===== src/rtl/imm_encoder_pkg.sv =====
// Shared definitions for the RISC-V immediate encoder and its decoder peer.
package imm_encoder_pkg;

    // ImmSrc format codes, identical to the decoder's sign-extender select.
    localparam logic [2:0] IMM_I = 3'b000;
    localparam logic [2:0] IMM_U = 3'b001;
    localparam logic [2:0] IMM_S = 3'b010;
    localparam logic [2:0] IMM_B = 3'b011;
    localparam logic [2:0] IMM_J = 3'b100;

    localparam int unsigned FIFO_DEPTH = 2;

    // One output buffer slot: encoded word plus its representability flag.
    typedef struct packed {
        logic [31:0] instr;
        logic        err;
    } fifo_entry_t;

    // True when bits [31:sign_bit] of v are all equal, i.e. v fits a signed
    // field whose top bit is sign_bit.
    function automatic logic sign_fits(input logic [31:0] v, input int unsigned sign_bit);
        logic [31:0] s;
        s = $unsigned($signed(v) >>> sign_bit);
        return (s == '0) || (s == '1);
    endfunction

endpackage


===== src/rtl/imm_encoder_if.sv =====
// Request/response bus of the immediate encoder, plus its error status.
interface imm_encoder_if;
    logic        in_valid;
    logic        in_ready;
    logic [2:0]  in_imm_src;
    logic [31:0] in_imm;
    logic [31:0] in_base;
    logic        out_valid;
    logic        out_ready;
    logic [31:0] out_instr;
    logic [31:0] out_addr;
    logic        out_err;
    logic        err_sticky;
    logic [7:0]  err_count;

    // Encoder side.
    modport slave (
        input  in_valid, in_imm_src, in_imm, in_base, out_ready,
        output in_ready, out_valid, out_instr, out_addr, out_err,
               err_sticky, err_count
    );

    // Request producer / word consumer side.
    modport master (
        output in_valid, in_imm_src, in_imm, in_base, out_ready,
        input  in_ready, out_valid, out_instr, out_addr, out_err,
               err_sticky, err_count
    );
endinterface


===== src/rtl/imm_encoder_pack.sv =====
// Combinational packing of a 32-bit immediate into an instruction word,
// with a representability check for the selected format.
module imm_pack
    import imm_encoder_pkg::*;
(
    input  logic [31:0] imm_i,
    input  logic [2:0]  imm_src_i,
    input  logic [31:0] base_i,
    output logic [31:0] instr_o,
    output logic        err_o
);

    // Scatter immediate bits into the format's fields; keep base elsewhere.
    always_comb begin
        instr_o = base_i;
        err_o   = 1'b1;
        case (imm_src_i)
            IMM_I: begin
                instr_o = {imm_i[11:0], base_i[19:0]};
                err_o   = !sign_fits(imm_i, 11);
            end
            IMM_U: begin
                // Unshifted 20-bit field, matching how the decoder extends it.
                instr_o = {imm_i[19:0], base_i[11:0]};
                err_o   = !sign_fits(imm_i, 19);
            end
            IMM_S: begin
                instr_o = {imm_i[11:5], base_i[24:12], imm_i[4:0], base_i[6:0]};
                err_o   = !sign_fits(imm_i, 11);
            end
            IMM_B: begin
                instr_o = {imm_i[12], imm_i[10:5], base_i[24:12],
                           imm_i[4:1], imm_i[11], base_i[6:0]};
                err_o   = !sign_fits(imm_i, 12) || imm_i[0];
            end
            IMM_J: begin
                instr_o = {imm_i[20], imm_i[10:1], imm_i[11], imm_i[19:12],
                           base_i[11:0]};
                err_o   = !sign_fits(imm_i, 20) || imm_i[0];
            end
            default: begin
                instr_o = base_i;
                err_o   = 1'b1;
            end
        endcase
    end

endmodule


===== src/rtl/imm_encoder.sv =====
// Streaming immediate encoder: packs requests, queues them in a 2-entry
// buffer and tags each head word with its instruction-memory load address.
module imm_encoder
    import imm_encoder_pkg::*;
#(
    parameter logic [31:0] BASE_ADDR = 32'h0000_0000
) (
    input  logic         clk,
    input  logic         rst_n,
    input  logic         clr,
    imm_encoder_if.slave bus
);

    fifo_entry_t mem_q [FIFO_DEPTH];
    logic        rd_ptr_q, rd_ptr_d;
    logic        wr_ptr_q, wr_ptr_d;
    logic [1:0]  count_q,  count_d;
    logic [31:0] addr_q,   addr_d;
    logic [7:0]  err_cnt_q, err_cnt_d;
    logic        sticky_q, sticky_d;

    logic [31:0] pack_instr;
    logic        pack_err;
    logic        push;
    logic        pop;
    fifo_entry_t head;

    imm_pack u_pack (
        .imm_i     (bus.in_imm),
        .imm_src_i (bus.in_imm_src),
        .base_i    (bus.in_base),
        .instr_o   (pack_instr),
        .err_o     (pack_err)
    );

    // Handshakes and head-of-buffer outputs; all outputs derive from state.
    always_comb begin
        bus.in_ready  = (count_q < 2'd2);
        bus.out_valid = (count_q != 2'd0);
        push          = bus.in_valid && bus.in_ready;
        pop           = bus.out_valid && bus.out_ready;
        head          = mem_q[rd_ptr_q];
        // An empty buffer presents zeros rather than a stale slot.
        bus.out_instr = bus.out_valid ? head.instr : 32'h0;
        bus.out_err   = bus.out_valid ? head.err : 1'b0;
        bus.out_addr  = addr_q;
        bus.err_sticky = sticky_q;
        bus.err_count  = err_cnt_q;
    end

    // Next-state for buffer pointers, address counter and error accounting.
    always_comb begin
        rd_ptr_d  = rd_ptr_q ^ pop;
        wr_ptr_d  = wr_ptr_q ^ push;
        count_d   = count_q;
        addr_d    = addr_q;
        err_cnt_d = err_cnt_q;
        sticky_d  = sticky_q;
        if (push && !pop) begin
            count_d = count_q + 2'd1;
        end else if (pop && !push) begin
            count_d = count_q - 2'd1;
        end
        if (pop) begin
            addr_d = addr_q + 32'd4;
        end
        if (push && pack_err) begin
            sticky_d = 1'b1;
            if (err_cnt_q != 8'hFF) begin
                err_cnt_d = err_cnt_q + 8'd1;
            end
        end
        // Clear wins over any same-cycle advance or error increment.
        if (clr) begin
            addr_d    = BASE_ADDR;
            err_cnt_d = 8'h00;
            sticky_d  = 1'b0;
        end
    end

    // Control state register with synchronous active-low reset.
    always_ff @(posedge clk) begin
        if (!rst_n) begin
            rd_ptr_q  <= 1'b0;
            wr_ptr_q  <= 1'b0;
            count_q   <= 2'd0;
            addr_q    <= BASE_ADDR;
            err_cnt_q <= 8'h00;
            sticky_q  <= 1'b0;
        end else begin
            rd_ptr_q  <= rd_ptr_d;
            wr_ptr_q  <= wr_ptr_d;
            count_q   <= count_d;
            addr_q    <= addr_d;
            err_cnt_q <= err_cnt_d;
            sticky_q  <= sticky_d;
        end
    end

    // Buffer storage: written on accept, outputs gated by the fill count.
    always_ff @(posedge clk) begin
        if (push) begin
            mem_q[wr_ptr_q] <= '{instr: pack_instr, err: pack_err};
        end
    end

endmodule


===== src/flat_wrapper.sv =====
// flat-port wrapper written by rule: the top's interface ports become plain ports
module imm_encoder_flat import imm_encoder_pkg::*;
#(
    parameter logic [31:0] BASE_ADDR = 32'h0000_0000
)
  (clk, rst_n, clr, bus_in_valid, bus_in_imm_src, bus_in_imm, bus_in_base, bus_out_ready, bus_in_ready, bus_out_valid, bus_out_instr, bus_out_addr, bus_out_err, bus_err_sticky, bus_err_count);
  imm_encoder_if bus_i ();
  input  logic clk;
  input  logic rst_n;
  input  logic clr;
  input wire logic [$bits(bus_i.in_valid)-1:0] bus_in_valid;
  input wire logic [$bits(bus_i.in_imm_src)-1:0] bus_in_imm_src;
  input wire logic [$bits(bus_i.in_imm)-1:0] bus_in_imm;
  input wire logic [$bits(bus_i.in_base)-1:0] bus_in_base;
  input wire logic [$bits(bus_i.out_ready)-1:0] bus_out_ready;
  output wire logic [$bits(bus_i.in_ready)-1:0] bus_in_ready;
  output wire logic [$bits(bus_i.out_valid)-1:0] bus_out_valid;
  output wire logic [$bits(bus_i.out_instr)-1:0] bus_out_instr;
  output wire logic [$bits(bus_i.out_addr)-1:0] bus_out_addr;
  output wire logic [$bits(bus_i.out_err)-1:0] bus_out_err;
  output wire logic [$bits(bus_i.err_sticky)-1:0] bus_err_sticky;
  output wire logic [$bits(bus_i.err_count)-1:0] bus_err_count;
  assign bus_i.in_valid = bus_in_valid;
  assign bus_i.in_imm_src = bus_in_imm_src;
  assign bus_i.in_imm = bus_in_imm;
  assign bus_i.in_base = bus_in_base;
  assign bus_i.out_ready = bus_out_ready;
  assign bus_in_ready = bus_i.in_ready;
  assign bus_out_valid = bus_i.out_valid;
  assign bus_out_instr = bus_i.out_instr;
  assign bus_out_addr = bus_i.out_addr;
  assign bus_out_err = bus_i.out_err;
  assign bus_err_sticky = bus_i.err_sticky;
  assign bus_err_count = bus_i.err_count;
  imm_encoder #(.BASE_ADDR(BASE_ADDR)) u_core (.clk(clk), .rst_n(rst_n), .clr(clr), .bus(bus_i));
endmodule

===== config.mk =====
export PLATFORM = sky130hd
export DESIGN_NAME = imm_encoder_flat
export DESIGN_NICKNAME = d
export VERILOG_FILES = /design/src/rtl/imm_encoder_pkg.sv /design/src/rtl/imm_encoder_if.sv /design/src/rtl/imm_encoder_pack.sv /design/src/rtl/imm_encoder.sv /design/src/flat_wrapper.sv
export SDC_FILE = /design/constraint.sdc
export NUM_CORES = 1
export LEC_CHECK = 0
export CORE_UTILIZATION = 53
export DETAILED_ROUTE_END_ITERATION = 10
export DONT_BUFFER_PORTS = 1
export GPL_TIMING_DRIVEN = 0
export PLACE_DENSITY = 0.76
export SLEW_MARGIN = 20
export SYNTH_ARGS = -nofsm -noshare
export SYNTH_HDL_FRONTEND = slang
export SYNTH_SLANG_ARGS = --single-unit

===== constraint.sdc =====
create_clock -name clk -period 2.3 [get_ports clk]
set_input_delay 0.46 -clock clk [delete_from_list [all_inputs] [get_ports clk]]
set_output_delay 0.46 -clock clk [all_outputs]
set_load 0.01 [all_outputs]

== After elaboration in Yosys (flattened, before gate mapping) ==
Memories as Yosys holds them, arrays and structs flattened. A register that Yosys moved wholly into a read port is not among the register bits.
Cells that the tools add are included.
Cells by class
  $add $sub $neg: 4
  $lt $le $gt $ge: 1
  eq/ne operators: 9
  multiplexer cells: 9
  bitwise logic cells: 3
  reduce and logical (&&, ||, !) cells: 27
Operator list (count)
  case mux 32 bit (5 select lines): 1
  equality test 32 bit, second input constant: 4
  zero test 32 bit: 4
  adder 32 x 3 -> 32 bit, second input constant: 1
  2-to-1 mux 32 bit: 1
  adder 8 x 1 -> 8 bit, second input constant: 1
  != test 8 bit, second input constant: 1
  equality test 3 x 2 -> 1 bit, second input constant: 2
  zero test 1 bit: 6
  logical OR 1 bit: 6
  logical AND 1 bit: 5
  2-to-1 mux 1 bit: 4
  2-to-1 mux 2 bit: 2
  case mux 1 bit (4 select lines): 1
  nonzero test 2 bit: 2
  OR reduction 2 bit: 2
  equality test 3 x 1 -> 1 bit, second input constant: 1
  equality test 3 bit, second input constant: 1
  zero test 3 bit: 1
  adder 2 x 1 -> 2 bit, second input constant: 1
  less-than comparator 2 bit, second input constant: 1
  AND reduction 2 bit: 1
  subtractor 2 x 1 -> 2 bit, second input constant: 1
  XOR 1 bit: 2
  NOT 1 bit: 1
Word-level totals
  register bits after elaboration: 45
  RAM bits: 66
  input bits: 72
  output and inout bits: 76
  word-level logic and storage cells: 60
  memories: 1
Memory list
  u_core.mem_q: words 2, bits a word 33, rd ports 1, clocked after Yosys merged registers in 1, write ports 1, RTL line imm_encoder.sv:14  | fifo_entry_t mem_q [FIFO_DEPTH];

== Longest topological paths before layout ==
Gate-level depths: netlist of the first run.
  depth after elaboration: 7
  gate-level depth with buffers: 10
  mapped depth without buffers: 8

== Hierarchy ==
From an unflattened synthesis of the first run, not the netlist that was laid out.
Unflattened totals
  cells, all modules: 537
  area, all modules: 5554.1 µm²
Modules (own cells, without submodules)
  imm_encoder: instances 1, cells an instance 388, area each 4596.9 µm², sequential area each 2862.7 µm²
  imm_pack: instances 1, cells an instance 149, area each 957.2 µm², sequential area each 0.0 µm²

== Least setup slack after synthesis of the first run ==
OpenSTA, ideal clock, no wires.
  path type: input to register
  start point: input port bus_in_imm_src[0]
  end point: register u_core.err_cnt_q[3] (netlist: u_core.bus.err_count[3])
  setup time: 0.071 ns
  arrival: 1.988 ns
  data required time: 2.229 ns
  setup slack: 0.241 ns
  cell stages on the path: 9
  buffers on the path: 2
  cell sequence: buf_2 or2_1 o22ai_1 a32o_1 o32a_1 a21o_1 buf_6 or3_1 a21oi_1
On the way
  word-level cells in the longest chain between the ends: 5
  elaborated cells between the ends (all ways): 9
  classes of those cells: eq/ne (4); mux (1); reduce/logical (4)
RTL lines
  start: declaration: RTL line flat_wrapper.sv:12  | input wire logic [$bits(bus_i.in_imm_src)-1:0] bus_in_imm_src;
  equality test 3 x 2 -> 1 bit / zero test 3 bit (equally long branches): RTL line imm_encoder_pack.sv:17  | case (imm_src_i)
  OR reduction 2 bit (no line)
  case mux 1 bit (4 select lines) (*): RTL line imm_encoder_pack.sv:17
  logical AND 1 bit (*): RTL line imm_encoder.sv:67  | if (push && pack_err) begin
  AND reduction 2 bit (no line) (*)
  end signal: assignment: RTL line imm_encoder.sv:95  | err_cnt_q <= err_cnt_d;
  end: declaration: RTL line imm_encoder.sv:19  | logic [7:0] err_cnt_q, err_cnt_d;
Mark *: on every way between the ends. The rest lies on a longest branch, timed or not.
A chain may end at the register's enable or synchronous reset.

==> results of run 1 <==
cells in the final DEF (no fill, tap or decap), types with 6 or more instances in the layout:
master / instances
a21oi_1: 32
and3_1: 9
clkbuf_1: 15
clkbuf_8: 9
dfxtp_1: 44
edfxtp_1: 66
inv_1: 9
mux2i_1: 34
nand2_1: 32
nand2b_1: 7
nand3_1: 16
nand4_1: 10
nor2_1: 75
nor4_1: 6
o21ai_0: 28
o22a_1: 8
o22ai_1: 29
or3_1: 8
xnor2_1: 10
xor2_1: 19
routing by layer:
metal / GRT usage, % / share of wire [%] / vias to the layer above
li1: - / - / 1895
met1: 28.4 / 38 / 1913
met2: 40.0 / 49 / 218
met3: 5.95 / 9.8 / 26
met4: 12.6 / 2.7 / 0
met5: 0 / 0 / -
worst max-delay path: stages (launching register included):
cell and delay (ns):
dfxtp_1 0.32, clkbuf_1 0.29, clkbuf_4 0.34, mux2i_1 0.29, nor2_1 0.11
power by group:
group / leakage, nW / switching [mW] / internal, mW
clock: 0.115 / 0.653 / 0.594
sequential: 0.968 / 0.0860 / 2.36
combinational: 0.835 / 0.918 / 0.462
worst paths after layout:
path / from / endpoint / slack (ns) / cells after the start
max: flop / bus_out_instr[18] / 0.11 / 4
min: bus_in_base[2] / u_core.mem_q[0][3]$_DFFE_PP_ / 0.17 / 0
max reg2reg: u_core.count_q[0]$_SDFFE_PN0P_ / u_core.count_q[1]$_SDFFE_PN0P_ / 0.17 / 8
min reg2reg: u_core.bus.out_addr[31]$_SDFFE_PP0P_ / u_core.bus.out_addr[31]$_SDFFE_PP0P_ / 0.56 / 2
area by class of cell:
cell class	count	area share, %
well taps	133	2.89
flip-flops and latches	110	49.7
plain buffers	28	2.58
multi-input cells	368	39.5
inverters	10	0.652
repair buffers	3	0.825
clock inverters	3	0.326
clock buffers	13	3.52
logic make-up (layout without fill, tap and decap cells):
| group | after synthesis | in the layout | share of synthesized area, % |
|---|---|---|---|
| adders and majority gates | 5 | 5 | 1.18 |
| muxes | 38 | 38 | 7.28 |
| AOI/OAI and AO/OA | 108 | 108 | 12.2 |
| other | 1 | 2 | 0.0709 |
| xor gates and xnor gates | 29 | 29 | 4.80 |
| buffers and inverters | 38 | 57 | 3.29 |
| and+or+nand+nor | 186 | 186 | 17.1 |
| DFF | 110 | 110 | 54.1 |
flip-flops by register name, summed over array words and instances (netlist names), named ones only:
| signal | cells |
|---|---|
| u_core.wr_ptr_q | 1 |
| u_core.bus.err_sticky | 1 |
| u_core.rd_ptr_q | 1 |
| u_core.mem_q | 66 |
| u_core.bus.out_addr | 30 |
| u_core.bus.err_count | 8 |
| u_core.count_q | 2 |
repair_timing:
item	CTS	global route
setup buffers	0	1
resized for setup	4	12
endpoints found under the setup margin	33	37
pin swaps	0	1
through the flow:
stage	area (sq um)	setup TNS (ns)
final	5760	0
after global routing	5760	0
after CTS	5730	0
after detailed placement	5510	-0.0599
after global placement	5460	-15.04
after floorplan	5300	0
==> impl_metrics.json, run 1 <==
{
  "status": "complete, no violations",
  "ir_drop_mv": 0.452,
  "core_sq_um": 9730,
  "gp_congestion": 0.880,
  "io_pins": 148,
  "maxCapViolCount": 0,
  "worstSetupPathType": "flop to primary output",
  "netlist_area_sq_um": 5290,
  "grt_usage_pct": 23.8,
  "synth_top_area_cell": "edfxtp_1",
  "dr.pass1.iters": 5,
  "fin_util_pct": 59.2,
  "synth_enable_flop_cells": 66,
  "io_buffers": 0,
  "cp-start-kind": "flop",
  "fmax_mhz": 457,
  "antenna_found_initial": 0,
  "postCtsHoldBufs": 0,
  "end_kind": "primary output",
  "vias": 4052,
  "cts_sinks": 110,
  "antenna_cells": 0,
  "total_power_mw": 5.08,
  "yosysTopAreaCellShare_pct": 37.5,
  "drive_above_1_share_pct": 8.41,
  "htreeDepth": 3,
  "period_needed_ns": 2.19,
  "rows": 36,
  "post-place-ws_ns": -0.0300,
  "setup_ws_ns": 0.113,
  "routed_via_density": 6.07,
  "cp_max_fo": 10,
  "crit_arrival_ns": 1.73,
  "final_nets": 607,
  "cts_buffers": 9,
  "hp-class": "input pin to flop",
  "fin_hold_ws_ns": 0.171,
  "grt_max_degree": 27,
  "fin_cells": 668,
  "drc": 0,
  "cts-root-buf": "clkbuf_8",
  "seq_area_sq_um": 2860,
  "worstPathRequired_ns": 1.84,
  "clkLatencyLatePin_ns": 0.37,
  "slew_viol_final": 0,
  "n_fill_cell": 863,
  "p_leak_nw": 1.92,
  "clk_pin_slew_worst_paths_ns": 0.11,
  "syn-instance-count": 515,
  "hpwlAfterDp_um": 9030,
  "rsz0062_at_grt": "no",
  "async_flop_share_pct": 0,
  "synth_common_cells": "nor2_1 (76), edfxtp_1 (66), dfxtp_1 (44)",
  "die_area_sq_um": 10400,
  "ys.flop_type": "edfxtp_1",
  "die_h_um": 102,
  "cts_tree": "built",
  "grt_pass1_wl_um": 18800,
  "synth.area.top_cells": "edfxtp_1 (37%), dfxtp_1 (17%), mux2i_1 (6.4%), nor2_1 (5.4%), o22ai_1 (3.4%)",
  "syn_avg_cell_area_sq_um": 10.3,
  "max_slew_margin_pct": 59.4,
  "multi_input_area_sq_um": 2280,
  "yosysSeqAreaShare_pct": 54.1,
  "routedWlPerCell_um": 18.4,
  "die_w_um": 102,
  "p_per_area_nw_per_um2": 881,
  "tightest_slew_ns": 0.604,
  "synth_seq_cells": 110,
  "ys_types": 46,
  "hold_violations": 0,
  "min_period_over_period_pct": 95.1,
  "first_iter_violations": 316,
  "start_util_pct": 54.4,
  "ant_nets": 0,
  "cts_buffer_depth": 2,
  "postRouteWirelength_um": 12300,
  "synth.most_common_cell": "nor2_1",
  "grt_overflow": 0,
  "finalSetupViolCount": 0,
  "grt_pass1_vias": 3932,
  "syn2layout_area_growth_pct": 8.87,
  "finClkSkew_ns": 0.0103,
  "dp_cells": 651,
  "yosysWarnings": 0
}
Power figures use the tool's default switching activity.
==> inputs of run 2 (changes only) <==
- CORE_UTILIZATION: 53 -> 55
- PLACE_DENSITY: 0.76 -> 0.78
==> run 2 against run 1 <==
  * Die area fell by 3.6%
  * Count of clock-buffer cells in the layout fell by 4
  * Critical path depth rose by 4
  * Largest power group unchanged
  * Global-route usage rose by 0.42 points
  * Final cell count fell by 0.75%
  * First-iteration DRC count fell by 20%
  * Critical endpoint is now u_core.bus.out_addr[30]$_SDFFE_PP0P_
  * Highest routed layer unchanged
  * Sequential share of layout area rose by 0.26 points
  * Hold slack improved by 0.0069 ns
  * Routed wire length fell by 0.70%
  * Power fell by 1.6%
  * Register-to-register slack got worse by 0.05 ns
  * Worst setup slack improved by 0.0025 ns
==> impl_metrics.json, run 2 (same netlist as run 1, synthesis figures left out) <==
{
  "status": "complete, no violations",
  "syn2layout_area_growth_pct": 8.30,
  "dpl_cell_area_sq_um": 5500,
  "cts_buffer_depth": 2,
  "cp-start-kind": "flop",
  "io_buffers": 0,
  "die_w_um": 100,
  "antenna_cells": 0,
  "rows": 35,
  "hold_violations": 0,
  "rsz0062_at_grt": "yes",
  "finClkSkew_ns": 0.0184,
  "fmax_mhz": 458,
  "grt_usage_pct": 24.3,
  "period_needed_ns": 2.18,
  "clkLatencyLatePin_ns": 0.37,
  "slew_viol_final": 0,
  "start_util_pct": 57.0,
  "critPathSlowestCell": "dfxtp_1",
  "cp_max_fo": 5,
  "setup_ws_ns": 0.116,
  "hp-class": "input pin to flop",
  "p_per_area_nw_per_um2": 872,
  "core_sq_um": 9280,
  "postRouteWirelength_um": 12200,
  "layout_common_cells": "nor2_1 (76), edfxtp_1 (66), dfxtp_1 (44)",
  "vias": 3974,
  "crit_chain": "ha_1 > o2111ai_1 > nor3_2 > nand3_1 > nor3_1 > nand4_1 > xor2_1 > nor2_1",
  "post-place-ws_ns": -0.127,
  "dr.pass1.iters": 5,
  "cts_tree": "built",
  "htreeDepth": 3,
  "drc": 0,
  "tightest_slew_ns": 0.747,
  "first_iter_violations": 254,
  "io_pins": 148,
  "largest_reg_flops": 66,
  "clk_pin_slew_worst_paths_ns": 0.11,
  "ant_nets": 0,
  "crit_arrival_ns": 2.42,
  "worstSetupPathType": "flop to flop",
  "fin_cells": 663,
  "max_slew_margin_pct": 49.7,
  "min_period_over_period_pct": 95.0,
  "die_area_sq_um": 10000,
  "grt_overflow": 0,
  "postCtsHoldBufs": 0,
  "ir_drop_mv": 0.402,
  "grt_max_degree": 29,
  "cts_sinks": 110,
  "drive_above_1_share_pct": 8.05,
  "antenna_found_initial": 0,
  "final_nets": 606,
  "finalSetupViolCount": 0,
  "dp_cells": 647,
  "hpwlAfterDp_um": 9050,
  "routed_via_density": 5.99,
  "top_register": "u_core.mem_q",
  "p_leak_nw": 1.91,
  "gp_congestion": 0.962,
  "grt_pass1_wl_um": 18600,
  "end_kind": "flop",
  "worstPathRequired_ns": 2.54,
  "final_area_sq_um": 5730,
  "cts_buffers": 9,
  "cts-root-buf": "clkbuf_8",
  "die_h_um": 100,
  "layout_commonest_cell": "nor2_1",
  "slowest_delay_ns": 0.52,
  "grt_pass1_vias": 3800,
  "maxCapViolCount": 0,
  "n_fill_cell": 807,
  "routedWlPerCell_um": 18.4
}
==> run 2: cell count changes in the layout (fill, tap and decap cells not counted), moves of 2 or more <==
cell       before  now
clkbuf_16       3    0
clkinv_2        2    0
clkinv_4        0    2
nor2_2          2    0
==> run 2: cell type report <==
| type | instances | area [sq um] | area share, % |
|---|---|---|---|
| Buffer | 27 | 144 | 2.51 |
| Sequential cell | 110 | 2860 | 50.0 |
| Multi-Input combinational cell | 368 | 2270 | 39.7 |
| Clock inverter | 7 | 80.1 | 1.40 |
| Inverter | 10 | 37.5 | 0.655 |
| Tap cell | 129 | 161 | 2.82 |
| Timing Repair Buffer | 3 | 47.5 | 0.830 |
| Clock buffer | 9 | 124 | 2.16 |
==> run 2: worst paths after layout <==
kind	from	end	slack, ns	cells after the start
hold / removal	bus_in_base[3]	u_core.mem_q[0][4]$_DFFE_PP_	0.18	0
setup reg to reg	u_core.bus.out_addr[2]$_SDFFE_PP0P_	u_core.bus.out_addr[30]$_SDFFE_PP0P_	0.12	8
setup / recovery	u_core.bus.out_addr[2]$_SDFFE_PP0P_	u_core.bus.out_addr[30]$_SDFFE_PP0P_	0.12	8
hold reg to reg	u_core.bus.err_sticky$_SDFFE_PP0P_	u_core.bus.err_sticky$_SDFFE_PP0P_	0.53	2
==> run 2: power breakdown <==
group          switching (mW)  leakage (nW)  internal (mW)
logic                   0.905         0.832          0.460
clock network           0.688         0.108          0.476
registers               0.106         0.968           2.36
total                    1.70          1.91           3.30
==> run 2: what timing repair did <==
action / CTS / global route
gates resized for setup: 5 / 6
pin swaps: 0 / 1
buffers inserted: 0 / 1
setup endpoints to repair: 31 / 28
==> run 2: critical path, delay by kind of cell (launching register included) <==
family | cells | cell delay [ns]
AO/OA/AOI/OAI | 1 | 0.14
AND/OR/NAND/NOR | 5 | 0.99
adder cells (fa/ha/maj) | 1 | 0.25
XOR/XNOR | 1 | 0.16
flip-flops | 1 | 0.52
==> run 2: per-stage QoR <==
step | setup TNS (ns) | util, % | hold WS (ns) | total power [mW]
after floorplan | 0 | - | 0.502 | 3.53
after global placement | -17.01 | 58.8 | 0.520 | 3.80
after global routing | -0.271 | 61.7 | 0.147 | 5.25
after detailed placement | -0.328 | 59.3 | 0.518 | 3.88
final | 0 | 61.7 | 0.178 | 5.00
after CTS | -0.0139 | 61.5 | 0.160 | 5.04
==> run 2: routing by layer <==
metal  GRT usage (%)  wire [um]
met2            41.8       5980
met3            6.48       1060
met4            9.36        218
met5               0          0
met1            29.1       4950
